File: src/rtl/alu_datapath_sequencer.sv
// Multi-cycle control FSM for the regfile/ALU datapath: accepts a
// command, then steps readnum/load/ALUop/write controls to completion.
//
// Ports:
//   clk, reset        clock, async active-high reset
//   cmd_valid/ready   command handshake (ready only while idle)
//   cmd_op/rd/rn/rm   command opcode and register numbers
//   readnum/writenum  register-file addresses
//   write, loada/b/c  register-file write, A/B/C register loads
//   loads             status (zero flag) register load
//   asel, bsel, vsel  datapath muxes; ALUop selects the ALU function
//   done, err         one-cycle completion / rejection pulses
module alu_datapath_sequencer #(
  parameter int RN_W = 3,
  parameter int OP_W = 2
) (
  input  logic            clk,
  input  logic            reset,
  input  logic            cmd_valid,
  output logic            cmd_ready,
  input  logic [2:0]      cmd_op,
  input  logic [RN_W-1:0] cmd_rd,
  input  logic [RN_W-1:0] cmd_rn,
  input  logic [RN_W-1:0] cmd_rm,
  output logic [RN_W-1:0] readnum,
  output logic [RN_W-1:0] writenum,
  output logic            write,
  output logic            loada,
  output logic            loadb,
  output logic            asel,
  output logic            bsel,
  output logic [OP_W-1:0] ALUop,
  output logic            loadc,
  output logic            loads,
  output logic            vsel,
  output logic            done,
  output logic            err
);

  localparam logic [2:0] OP_ADD  = 3'b000;
  localparam logic [2:0] OP_SUB  = 3'b001;
  localparam logic [2:0] OP_AND  = 3'b010;
  localparam logic [2:0] OP_MOV  = 3'b011;
  localparam logic [2:0] OP_CMP  = 3'b100;
  localparam logic [2:0] OP_MOVI = 3'b101;

  typedef enum logic [2:0] {
    S_IDLE,
    S_LDA,
    S_LDB,
    S_EXEC,
    S_WB,
    S_DONE,
    S_ERR
  } state_t;

  state_t          state;
  state_t          state_n;
  logic [2:0]      op_q;
  logic [RN_W-1:0] rd_q;
  logic [RN_W-1:0] rn_q;
  logic [RN_W-1:0] rm_q;

  logic accept;
  logic is_add;
  logic is_sub;
  logic is_and;
  logic is_mov;
  logic is_cmp;
  logic is_movi;

  assign accept  = (state == S_IDLE) && cmd_valid;
  assign is_add  = (op_q == OP_ADD);
  assign is_sub  = (op_q == OP_SUB);
  assign is_and  = (op_q == OP_AND);
  assign is_mov  = (op_q == OP_MOV);
  assign is_cmp  = (op_q == OP_CMP);
  assign is_movi = (op_q == OP_MOVI);

  always_ff @(posedge clk or posedge reset) begin
    if (reset) begin
      state <= S_IDLE;
      op_q  <= '0;
      rd_q  <= '0;
      rn_q  <= '0;
      rm_q  <= '0;
    end else begin
      state <= state_n;
      if (accept) begin
        op_q <= cmd_op;
        rd_q <= cmd_rd;
        rn_q <= cmd_rn;
        rm_q <= cmd_rm;
      end
    end
  end

  always_comb begin
    state_n = state;
    unique case (state)
      S_IDLE: begin
        if (cmd_valid) begin
          unique case (cmd_op)
            OP_ADD, OP_SUB, OP_AND,
            OP_CMP, OP_MOV:  state_n = S_LDA;
            OP_MOVI:         state_n = S_WB;
            default:         state_n = S_ERR;
          endcase
        end
      end
      S_LDA:   state_n = is_mov ? S_EXEC : S_LDB;
      S_LDB:   state_n = S_EXEC;
      S_EXEC:  state_n = is_cmp ? S_DONE : S_WB;
      S_WB:    state_n = S_DONE;
      S_DONE:  state_n = S_IDLE;
      S_ERR:   state_n = S_IDLE;
      default: state_n = S_IDLE;
    endcase
  end

  always_comb begin
    cmd_ready = 1'b0;
    readnum   = '0;
    writenum  = '0;
    write     = 1'b0;
    loada     = 1'b0;
    loadb     = 1'b0;
    asel      = 1'b0;
    bsel      = 1'b0;
    ALUop     = '0;
    loadc     = 1'b0;
    loads     = 1'b0;
    vsel      = 1'b0;
    done      = 1'b0;
    err       = 1'b0;
    unique case (state)
      S_IDLE: cmd_ready = 1'b1;
      S_LDA: begin
        readnum = rn_q;
        loada   = 1'b1;
      end
      S_LDB: begin
        readnum = rm_q;
        loadb   = 1'b1;
      end
      S_EXEC: begin
        loadc = !is_cmp;
        loads = !is_mov;
        // CMP reuses the SUB path; only the flag is kept.
        unique case (1'b1)
          is_add:  ALUop = OP_W'(2'b00);
          is_sub:  ALUop = OP_W'(2'b01);
          is_and:  ALUop = OP_W'(2'b10);
          is_cmp:  ALUop = OP_W'(2'b01);
          is_mov:  ALUop = OP_W'(2'b11);
          default: ALUop = '0;
        endcase
      end
      S_WB: begin
        writenum = rd_q;
        write    = 1'b1;
        vsel     = is_movi;
      end
      S_DONE:  done = 1'b1;
      S_ERR:   err  = 1'b1;
      default: cmd_ready = 1'b0;
    endcase
  end

endmodule

File: config.mk
export PLATFORM = sky130hd
export DESIGN_NAME = alu_datapath_sequencer
export DESIGN_NICKNAME = d
export VERILOG_FILES = /design/src/rtl/alu_datapath_sequencer.sv
export SDC_FILE = /design/constraint.sdc
export NUM_CORES = 1
export LEC_CHECK = 0
export BUFFER_PORTS_ARGS = -buffer_cell sky130_fd_sc_hd__buf_2
export CORE_ASPECT_RATIO = 1.1
export CORE_MARGIN = 1
export CORE_UTILIZATION = 50
export DETAILED_ROUTE_END_ITERATION = 6
export GPL_TIMING_DRIVEN = 0
export PLACE_DENSITY = 0.82
export SLEW_MARGIN = 0
export SYNTH_ARGS = -nofsm -noshare
export SYNTH_HDL_FRONTEND = slang
export SYNTH_SLANG_ARGS = --single-unit
File: constraint.sdc
create_clock -name clk -period 4.1 [get_ports clk]
set_clock_uncertainty 0.05 [all_clocks]
set_input_delay 0.205 -clock clk [delete_from_list [all_inputs] [get_ports clk]]
set_output_delay 0.205 -clock clk [all_outputs]
set_load 0.02 [all_outputs]
Word-level counts from Yosys, hierarchy flattened
Cells that the tools add are included.
{ "op_classes": {"eq_ne": 17, "n_reduce_logical": 7, "muxes": 18} }
{ "op_table": {"columns": ["operator", "n"], "rows": [
  ["$eq A3 B3 Y1 const B", 7],
  ["$eq A3 B2 Y1 const B", 6],
  ["$pmux W3 S5", 1],
  ["$pmux W3 S2", 2],
  ["$mux W1", 11],
  ["$eq A3 B1 Y1 const B", 3],
  ["$logic_not A3 Y1", 2],
  ["$mux W3", 2],
  ["$pmux W2 S3", 1],
  ["$reduce_or A5 Y1", 1],
  ["$logic_not A1 Y1", 2],
  ["$mux W2", 1],
  ["$ne A2 B2 Y1 const B", 1],
  ["$reduce_or A2 Y1", 1],
  ["$logic_and A1 B1 Y1", 1]
]} }
{ "totals": {"ff_bits": 15, "wordCells": 47, "output_inout_bits": 19, "input_bits": 15} }

Logic depth before layout (Yosys ltp)
Gate-level depths: netlist of the first run.
{ "depth": {"depth_word": 5, "ltp_mapped": 6, "mapped_depth_nobuf": 4} }

Least setup slack after synthesis of the first run
OpenSTA, ideal clock, no wires.
{ "synth_path": {"path_kind": "reg-to-output", "start": "reg state[0]", "end": "out vsel", "arrival_ns": 1.384, "t_required_ns": 3.845, "stages_incl_launch_ff": 5, "slack_ns": 2.461, "n_path_buf": 1, "path_cell_list": "dfrtp_1 > buf_6 > nor2_1 > and2_1 > and4_1"} }
{ "synth_via": {"elab_chain_len": 2} }
{ "synth_lines": {"columns": ["item", "line", "text"], "rows": [
  ["start, declared", "57", "state_t state;"],
  ["start signal, assigned", "88", "state <= state_n;"],
  ["$eq A3 B3 Y1", "136", "unique case (state)"],
  ["$mux W1", "136", null],
  ["end, declared", "35", "output logic vsel,"]
]} }
Every way passes these cells.

Final worst setup path of the first run
Same ends and word-level chain as after synthesis.

==> impl_metrics.tcl, run 1 <==
set metrics [dict create \
    overflow 0 \
    start_kind "flip-flop" \
    setup.worst_path.class "flip-flop to output port" \
    synth_flop_cell "dfrtp_1" \
    max_cap_viol_count 0 \
    wl_per_cell_um 13.5 \
    cp.required_ps 3850 \
    powerDensity_nw_per_um2 780 \
    critPathMaxFanout 10 \
    postSynthAreaPerCell_um2 11.6 \
    fin_util_pct 67.5 \
    track_usage_pct 20.6 \
    antenna_found_initial 0 \
    wl_um 1720 \
    core_um2 1600 \
    critPathMaxStageDelay_ps 420 \
    p_switching_uw 341 \
    drc_errors 0 \
    finalNetCount 127 \
    syn2layout_area_growth_pct 25.1 \
    antennaDiodeCount 0 \
    seqPwrFrac_pct 32.9 \
    netlist_area_um2 861 \
    slew_headroom_pct 63.2 \
    start_util_pct 54.0 \
    finalNonFillerCells 128 \
    fin_area_um2 1080 \
    hold_path.class "input port to flip-flop" \
    irDropWorstVdd_v 0.000393 \
    setup_viol 0 \
    fmax_mhz 513 \
    grt_pass1_wl_um 2900 \
    drive_gt1_share_pct 51.4 \
    timing_hold_violations_final 0 \
    die_width_um 41.6 \
    post_cts_resized 0 \
    setup_slack_ps 2150 \
    drv_slew 0 \
    clk-insertion-delay-late_ps 270 \
    die_h_um 45.5 \
    cts_tree "built" \
    synth_cell_types 30 \
    clkSinkCount 15 \
    cts_setup_buffers 0 \
    fp.dieArea_um2 1890 \
    finalSetupTns_ps 0 \
    ys_seq_elements 15 \
    first_pass_iters 4 \
    arrival_ps 1700 \
    grt_max_degree 16 \
    antenna_left 0 \
    clk_path_buf_depth 2 \
    cts_buffers 3 \
    place_hpwl_um 1350 \
    clkPwrFrac_pct 9.5 \
    ioPinCount 34 \
    post-route-period-util_pct 47.6 \
    post-place-ws_ps 2430 \
    rows 15 \
    power.total_uw 840 \
    critical-path-slowest-cell "dfrtp_1" \
    swShare_pct 40.6 \
    htreeDepth 1 \
    worst_pin_slew_ps 552 \
    path_clk_slew_ps 80 \
    critPathCaptureType "output port" \
    syn-instance-count 74 \
    pwr-share-comb_pct 57.7 \
    gp_congestion 0.769 \
    path_cells "buf_6 > nor2_1 > and2_1 > and4_1 > buf_2" \
    num_vias 671 \
    synth_edf_count 0 \
    min_period_ps 1950 \
    async_flop_share_pct 100 \
    p_int_uw 499 \
    holdWs_ps 108 \
    grt_pass1_vias 673 \
    synth_warnings 0 \
    rsz0062_at_grt "no" \
    cts-root-buf "clkbuf_4" \
    viasPerCell 5.24 \
    placed_cells 123 \
    power_leakage_nw 0.577 \
    num-fill-cells 119 \
    io_buffers 31 \
    dr.first_iter.drc_count 7 \
    placed_cell_area_um2 1040 \
    ys_seq_area_share_pct 43.6 \
    status "complete, no violations" \
]
area by class of cell:
class                           count  area [µm²]  share of cell area, %
Timing Repair Buffer               32         165                   15.3
Sequential cell                    15         375                   34.8
Clock buffer                        4        26.3                   2.44
Buffer                              6        62.6                   5.81
Multi-Input combinational cell     51         415                   38.6
Tap cell                           17        21.3                   1.97
Inverter                            3        11.3                   1.05
cell usage after synthesis (2+ instances only):
cell type | number | share of area [%]
and3_1 | 4 | 2.9
buf_4 | 2 | 1.7
inv_1 | 3 | 1.3
nor2_1 | 6 | 2.6
nand2_1 | 6 | 2.6
mux2_4 | 8 | 14
o21ai_0 | 3 | 1.7
mux2_2 | 3 | 3.9
a22o_1 | 3 | 3.1
dfrtp_1 | 15 | 44
buf_6 | 2 | 2.6
flip-flops by register name, summed over array words and instances (netlist names):
name,cells
op_q,3
rd_q,3
rm_q,3
rn_q,3
state,3
what timing repair did:
| action | in CTS | in global routing |
|---|---|---|
| endpoints found under the setup margin | 0 | 0 |
| hold endpoints to repair | 15 | 0 |
| hold buffers | 1 | 0 |
critical path: cells and delay by family, from the launching register on:
| kind | cells | cell delay [ps] |
|---|---|---|
| AND/OR/NAND/NOR | 3 | 700 |
| flip-flops | 1 | 420 |
| buffers and inverters | 2 | 310 |
placed cells by master (no fill, tap or decap), types with 4 or more instances in the layout:
| cell type | n |
|---|---|
| mux2_4 | 8 |
| dfrtp_1 | 15 |
| and3_1 | 4 |
| nand2_1 | 6 |
| buf_2 | 32 |
| nor2_1 | 6 |
final timing paths:
path | startpoint | endpoint | slack (ps) | cells past startpoint
max | state[0]$_DFFE_PP0P_ | vsel | 2150 | 5
max in group asynchronous | reset | rm_q[0]$_DFFE_PP0P_ | 3170 | 3
min in group asynchronous | reset | rn_q[1]$_DFFE_PP0P_ | 470 | 3
min | cmd_rn[1] | rn_q[1]$_DFFE_PP0P_ | 110 | 2
min reg2reg | rm_q[0]$_DFFE_PP0P_ | rm_q[0]$_DFFE_PP0P_ | 470 | 1
max reg2reg | state[1]$_DFFE_PP0P_ | rd_q[1]$_DFFE_PP0P_ | 2570 | 5
metal layers:
layer | routed length, µm | vias to the layer above | global-route usage (%)
li1 | - | 335 | -
met1 | 772 | 311 | 25.6
met2 | 870 | 23 | 37.5
met3 | 66 | 2 | 3.57
met4 | 12 | 0 | 5.81
met5 | 0 | - | 0
power groups by stage:
stage / sequential, mW / combinational [mW] / clock, mW
final: 0.276 / 0.484 / 0.0795
after global routing: 0.286 / 0.527 / 0.0933
after CTS: 0.276 / 0.489 / 0.0830
after detailed placement: 0.278 / 0.487 / 0
after global placement: 0.272 / 0.470 / 0
after floorplan: 0.261 / 0.384 / 0
cell families after synthesis:
logic type	synth area share, %
AOI/OAI and AO/OA	10.3
DFF	43.6
and+or+nand+nor	19.2
other	0.436
buffers and inverters	8.57
muxes	17.9
(Power assumes the default switching activity.)
==> run 2: changes to the inputs <==
--- a/config.mk
+++ b/config.mk
@@ -8,10 +8,10 @@
 export BUFFER_PORTS_ARGS = -buffer_cell sky130_fd_sc_hd__buf_2
 export CORE_ASPECT_RATIO = 1.1
 export CORE_MARGIN = 1
-export CORE_UTILIZATION = 50
+export CORE_UTILIZATION = 42
 export DETAILED_ROUTE_END_ITERATION = 6
 export GPL_TIMING_DRIVEN = 0
-export PLACE_DENSITY = 0.82
+export PLACE_DENSITY = 0.73
 export SLEW_MARGIN = 0
 export SYNTH_ARGS = -nofsm -noshare
 export SYNTH_HDL_FRONTEND = slang
==> constraint.sdc (replaced) <==
create_clock -name clk -period 1.7 [get_ports clk]
set_clock_uncertainty 0.05 [all_clocks]
set_input_delay 0.085 -clock clk [delete_from_list [all_inputs] [get_ports clk]]
set_output_delay 0.085 -clock clk [all_outputs]
set_load 0.02 [all_outputs]
==> impl_metrics.tcl, run 2 (synthesized netlist as in run 1, its figures left out) <==
set metrics [dict create \
    status "complete, but fails checks" \
    violations "negative setup slack" \
    start_kind "flip-flop" \
    path_cells "buf_6 > and2b_2 > and2b_2 > a22o_1 > buf_6" \
    wl_um 1960 \
    setup_viol 3 \
    grt_pass1_wl_um 3190 \
    min_period_ps 1720 \
    start_util_pct 46.2 \
    holdWs_ps 12.4 \
    layout_common_cells "27 x buf_2, 15 x dfrtp_1, 11 x dlygate4sd3_1, 10 x buf_4, 8 x mux2_4" \
    placed_cells 133 \
    cts-root-buf "clkbuf_4" \
    path_clk_slew_ps 90 \
    pwr-share-comb_pct 63.3 \
    die_h_um 49.5 \
    clk_path_buf_depth 2 \
    overflow 0 \
    drv_slew 0 \
    antennaDiodeCount 0 \
    final_common_cell "buf_2" \
    slew_headroom_pct 62.1 \
    p_switching_uw 907 \
    critPathMaxFanout 5 \
    max_cap_viol_count 0 \
    cts_tree "built" \
    first_pass_iters 4 \
    arrival_ps 1590 \
    powerDensity_nw_per_um2 1800 \
    antenna_left 0 \
    swShare_pct 39.0 \
    ioPinCount 34 \
    setup.worst_path.class "flip-flop to output port" \
    critPathCaptureType "output port" \
    fp.dieArea_um2 2230 \
    drc_errors 0 \
    clk-insertion-delay-late_ps 280 \
    irDropWorstVdd_v 0.00112 \
    setup_slack_ps -21.3 \
    critical-path-slowest-cell "dfrtp_1" \
    rsz0062_at_grt "yes" \
    cp.required_ps 1560 \
    rows 16 \
    place_hpwl_um 1300 \
    critPathMaxStageDelay_ps 380 \
    viasPerCell 4.77 \
    track_usage_pct 20.3 \
    power_leakage_nw 0.665 \
    antenna_found_initial 0 \
    seqPwrFrac_pct 27.9 \
    fin_util_pct 69.6 \
    syn2layout_area_growth_pct 50.4 \
    grt_pass1_vias 711 \
    fmax_mhz 581 \
    gp_congestion 0.790 \
    worst_pin_slew_ps 568 \
    post-route-period-util_pct 101 \
    dr.first_iter.drc_count 9 \
    num_vias 739 \
    power.total_mw 2.33 \
    drive_gt1_share_pct 53.1 \
    p_int_mw 1.42 \
    wl_per_cell_um 12.7 \
    clkPwrFrac_pct 8.8 \
    timing_hold_violations_final 0 \
    finalSetupTns_ps -51.1 \
    core_um2 1860 \
    grt_max_degree 16 \
    cts_buffers 3 \
    hold_path.class "input port to flip-flop" \
    finalNetCount 144 \
    clkSinkCount 15 \
    io_buffers 31 \
    finalNonFillerCells 155 \
    htreeDepth 1 \
    die_width_um 45.2 \
]
## run 2: final cells by class
class / count / area (µm²)
tap: 27 / 33.8
clock buffer: 4 / 26.3
timing repair buffer: 49 / 354
buffer: 6 / 62.6
multi-input combinational: 51 / 432
sequential: 15 / 375
fill: 140 / 567
inverter: 3 / 11.3
## run 2: worst paths after layout
check,from,end,slack [ps],depth (start not counted)
max,state[1]$_DFFE_PP0P_,readnum[0],-20,5
max in group asynchronous,reset,rm_q[2]$_DFFE_PP0P_,880,3
max reg2reg,state[0]$_DFFE_PP0P_,state[0]$_DFFE_PP0P_,150,6
min,cmd_op[1],op_q[1]$_DFFE_PP0P_,10,3
min in group asynchronous,reset,rm_q[1]$_DFFE_PP0P_,340,3
min reg2reg,rd_q[2]$_DFFE_PP0P_,rd_q[2]$_DFFE_PP0P_,460,1
## run 2: stage by stage
step                      cell area, µm²  setup slack (ps)
after global placement              1050               147
after floorplan                      865               100
after global routing                1290             -69.8
after detailed placement            1050               140
after CTS                           1260             -15.2
final                               1290             -21.3
## run 2: what timing repair did
item                                    4_1_cts  5_1_grt
pin swaps                                     3        1
resized for setup                            10        4
endpoints found under the setup margin        5        7
buffers inserted                              4        3
hold endpoints to repair                     25        0
hold buffers                                 11        0
## run 2: routing by layer
| metal | GRT usage (%) | up-vias | wire [µm] |
|---|---|---|---|
| li1 | - | 363 | - |
| met1 | 24.9 | 345 | 824 |
| met2 | 31.9 | 27 | 1010 |
| met3 | 4.03 | 4 | 82 |
| met4 | 12.1 | 0 | 41 |
| met5 | 0 | - | 0 |
## run 2: worst max-delay path, delay by kind of cell, from the launching register on
family | cells | cell delay, ps
flip-flops | 1 | 380
AO/OA/AOI/OAI | 1 | 230
buffers and inverters | 2 | 270
AND/OR/NAND/NOR | 2 | 420
## run 2: power by group through the flow
stage / clock [mW] / sequential [mW] / combinational [mW]
after floorplan: 0 / 0.630 / 0.925
after CTS: 0.208 / 0.654 / 1.39
after detailed placement: 0 / 0.660 / 1.18
after global placement: 0 / 0.653 / 1.15
after global routing: 0.234 / 0.670 / 1.56
final: 0.205 / 0.650 / 1.47
==> run 3: changes to the inputs <==
--- a/config.mk
+++ b/config.mk
@@ -5,10 +5,11 @@
 export SDC_FILE = /design/constraint.sdc
 export NUM_CORES = 1
 export LEC_CHECK = 0
+export ABC_AREA = 1
 export BUFFER_PORTS_ARGS = -buffer_cell sky130_fd_sc_hd__buf_2
 export CORE_ASPECT_RATIO = 1.1
 export CORE_MARGIN = 1
-export CORE_UTILIZATION = 42
+export CORE_UTILIZATION = 41
 export DETAILED_ROUTE_END_ITERATION = 6
 export GPL_TIMING_DRIVEN = 0
 export PLACE_DENSITY = 0.73
==> constraint.sdc (replaced) <==
create_clock -name clk -period 1.4 [get_ports clk]
set_clock_uncertainty 0.05 [all_clocks]
set_input_delay 0.07 -clock clk [delete_from_list [all_inputs] [get_ports clk]]
set_output_delay 0.07 -clock clk [all_outputs]
set_load 0.02 [all_outputs]
==> impl_metrics.tcl, run 3 <==
set metrics [dict create \
    status "complete, but fails checks" \
    violations "negative setup slack" \
    yosysMostFrequentCell "nor2_1" \
    antenna_found_initial 0 \
    start_kind "flip-flop" \
    num_vias 1004 \
    setup.worst_path.class "flip-flop to flip-flop" \
    synth_flop_cell "dfrtp_1" \
    io_buffers 31 \
    synth_cell_types 18 \
    final_common_cell "buf_4" \
    placed_cells 172 \
    rsz0062_at_grt "yes" \
    syn2layout_area_growth_pct 97.4 \
    ys_seq_elements 15 \
    r2r-start "state[1]$_DFFE_PP0P_" \
    rows 16 \
    layout_common_cells "17 x buf_4, 16 x buf_2, 14 x buf_6" \
    hold_path.class "input port to flip-flop" \
    path_clk_slew_ps 100 \
    wl_per_cell_um 14.5 \
    gp_congestion 0.790 \
    timing_hold_violations_final 0 \
    overflow 0 \
    fp.dieArea_um2 2190 \
    clkSinkCount 15 \
    finalNonFillerCells 204 \
    yosys-top-cells-count "28 x nor2_1, 19 x nand2_1, 17 x inv_1" \
    endpoint "rn_q[1]$_DFFE_PP0P_" \
    track_usage_pct 21.9 \
    async_flop_share_pct 100 \
    antenna_left 0 \
    cp.required_ps 1540 \
    finalSetupTns_ps -1840 \
    irDropWorstVdd_v 0.00139 \
    setup_viol 28 \
    syn-instance-count 113 \
    finalNetCount 193 \
    reg2reg_to "rn_q[1]$_DFFE_PP0P_" \
    fmax_mhz 659 \
    die_width_um 44.7 \
    num-fill-cells 86 \
    power_leakage_nw 0.832 \
    critPathMaxFanout 5 \
    start_util_pct 45.1 \
    synth_top_cell_by_area "dfrtp_1" \
    critPathCaptureType "flip-flop" \
    antennaDiodeCount 0 \
    wl_um 2960 \
    postSynthAreaPerCell_um2 7.27 \
    ys_seq_area_share_pct 45.7 \
    clk_path_buf_depth 2 \
    critPathLaunch "state[1]$_DFFE_PP0P_" \
    slew_headroom_pct 61.6 \
    netlist_area_um2 822 \
    viasPerCell 4.92 \
    worst_pin_slew_ps 576 \
    holdWs_ps 25.3 \
    fin_area_um2 1620 \
    ioPinCount 34 \
    fin_util_pct 89.1 \
    placed_cell_area_um2 1010 \
    drive_gt1_share_pct 59.9 \
    synth_top_area_share_pct 45.7 \
    cts_buffers 3 \
    min_period_ps 1520 \
    rr_worst_depth 8 \
    r2r_slack_ps -120 \
    htreeDepth 1 \
    synth_edf_count 0 \
    dr.first_iter.drc_count 27 \
    cts_tree "built" \
    drc_errors 0 \
    grt_pass1_wl_um 3470 \
    synthTopCellsByArea "dfrtp_1 46%, nor2_1 13%, nand2_1 8.7%" \
    max_cap_viol_count 0 \
    clk-insertion-delay-late_ps 290 \
    core_um2 1820 \
    powerDensity_nw_per_um2 2120 \
    first_pass_iters 4 \
    die_h_um 49.0 \
    synth_warnings 0 \
    cts-root-buf "clkbuf_4" \
    place_hpwl_um 1390 \
    setup_slack_ps -117 \
    drv_slew 0 \
    grt_pass1_vias 847 \
    post-route-period-util_pct 108 \
    grt_max_degree 16 \
    arrival_ps 1650 \
]
==> run 3: cell types whose count changed after synthesis, sizes merged, moves of 4 or more <==
cell / previous run / this run
a21oi: 1 / 10
nand3: 0 / 4
nand2: 6 / 21
inv: 3 / 19
and3: 4 / 0
mux2: 11 / 0
nor2: 6 / 30
==> run 3: timing repair <==
action,in CTS,in global routing
hold buffers,11,0
cloned,0,2
endpoints found under the hold margin,25,0
buffers inserted,7,8
pin swaps,6,9
gates resized for setup,31,60
endpoints found under the setup margin,14,29
==> run 3: worst min-delay path by stage <==
stage / startpoint / endpoint / slack [ps] / cells past startpoint
final: cmd_rn[1] / rn_q[1]$_DFFE_PP0P_ / 30 / 3
after global routing: cmd_rn[1] / rn_q[1]$_DFFE_PP0P_ / 20 / 3
after CTS: cmd_rn[1] / rn_q[1]$_DFFE_PP0P_ / 20 / 3
after detailed placement: reset / rn_q[0]$_DFFE_PP0P_ / 90 / 2
after global placement: reset / rn_q[0]$_DFFE_PP0P_ / 90 / 2
after floorplan: reset / op_q[0]$_DFFE_PP0P_ / -80 / 1
==> run 3: cell type report <==
class	count	area (µm²)	share of cell area, %
clock inverter	1	5.00	0.308
timing repair buffer	59	531	32.7
multi-input combinational	76	534	32.9
buffer	4	45.0	2.78
tap	27	33.8	2.08
inverter	19	71.3	4.39
clock buffer	3	22.5	1.39
sequential	15	380	23.4
==> run 3: stage by stage <==
step / power (mW) / worst slack [ps]
2_1_floorplan: 1.67 / 27.8
3_3_place_gp: 1.98 / 94.6
5_1_grt: 3.64 / -162
3_5_place_dp: 2.02 / 76.4
4_1_cts: 2.67 / -94.2
6_report: 3.44 / -117
==> run 3: cells by family after synthesis <==
| logic type | Yosys count | share of synthesized area, % |
|---|---|---|
| and+or+nand+nor | 58 | 30.0 |
| buffers and inverters | 23 | 13.2 |
| AOI/OAI and AO/OA | 16 | 10.7 |
| DFF | 15 | 45.7 |
| other | 1 | 0.456 |
==> run 3: per-layer routing <==
layer	wire [µm]	track usage [%]	vias to the layer above
li1	-	-	469
met1	1100	26.2	477
met2	1640	39.5	51
met3	150	2.22	7
met4	70	7.58	0
met5	0	0	-
==> run 3: critical path, stage by stage (launching register included) <==
cell	delay (ps)
dfrtp_2	450
inv_2	100
buf_6	110
nand2_4	50
nor2_4	200
nand2_4	130
buf_8	170
nor2_4	110
a21oi_2	40
==> run 3: where the power goes <==
group          leakage (nW)  switching, mW  internal, mW
Combinational         0.648           1.26          1.10
Sequential            0.167          0.181         0.644
Clock                0.0177          0.150         0.106
Total                 0.832           1.60          1.85
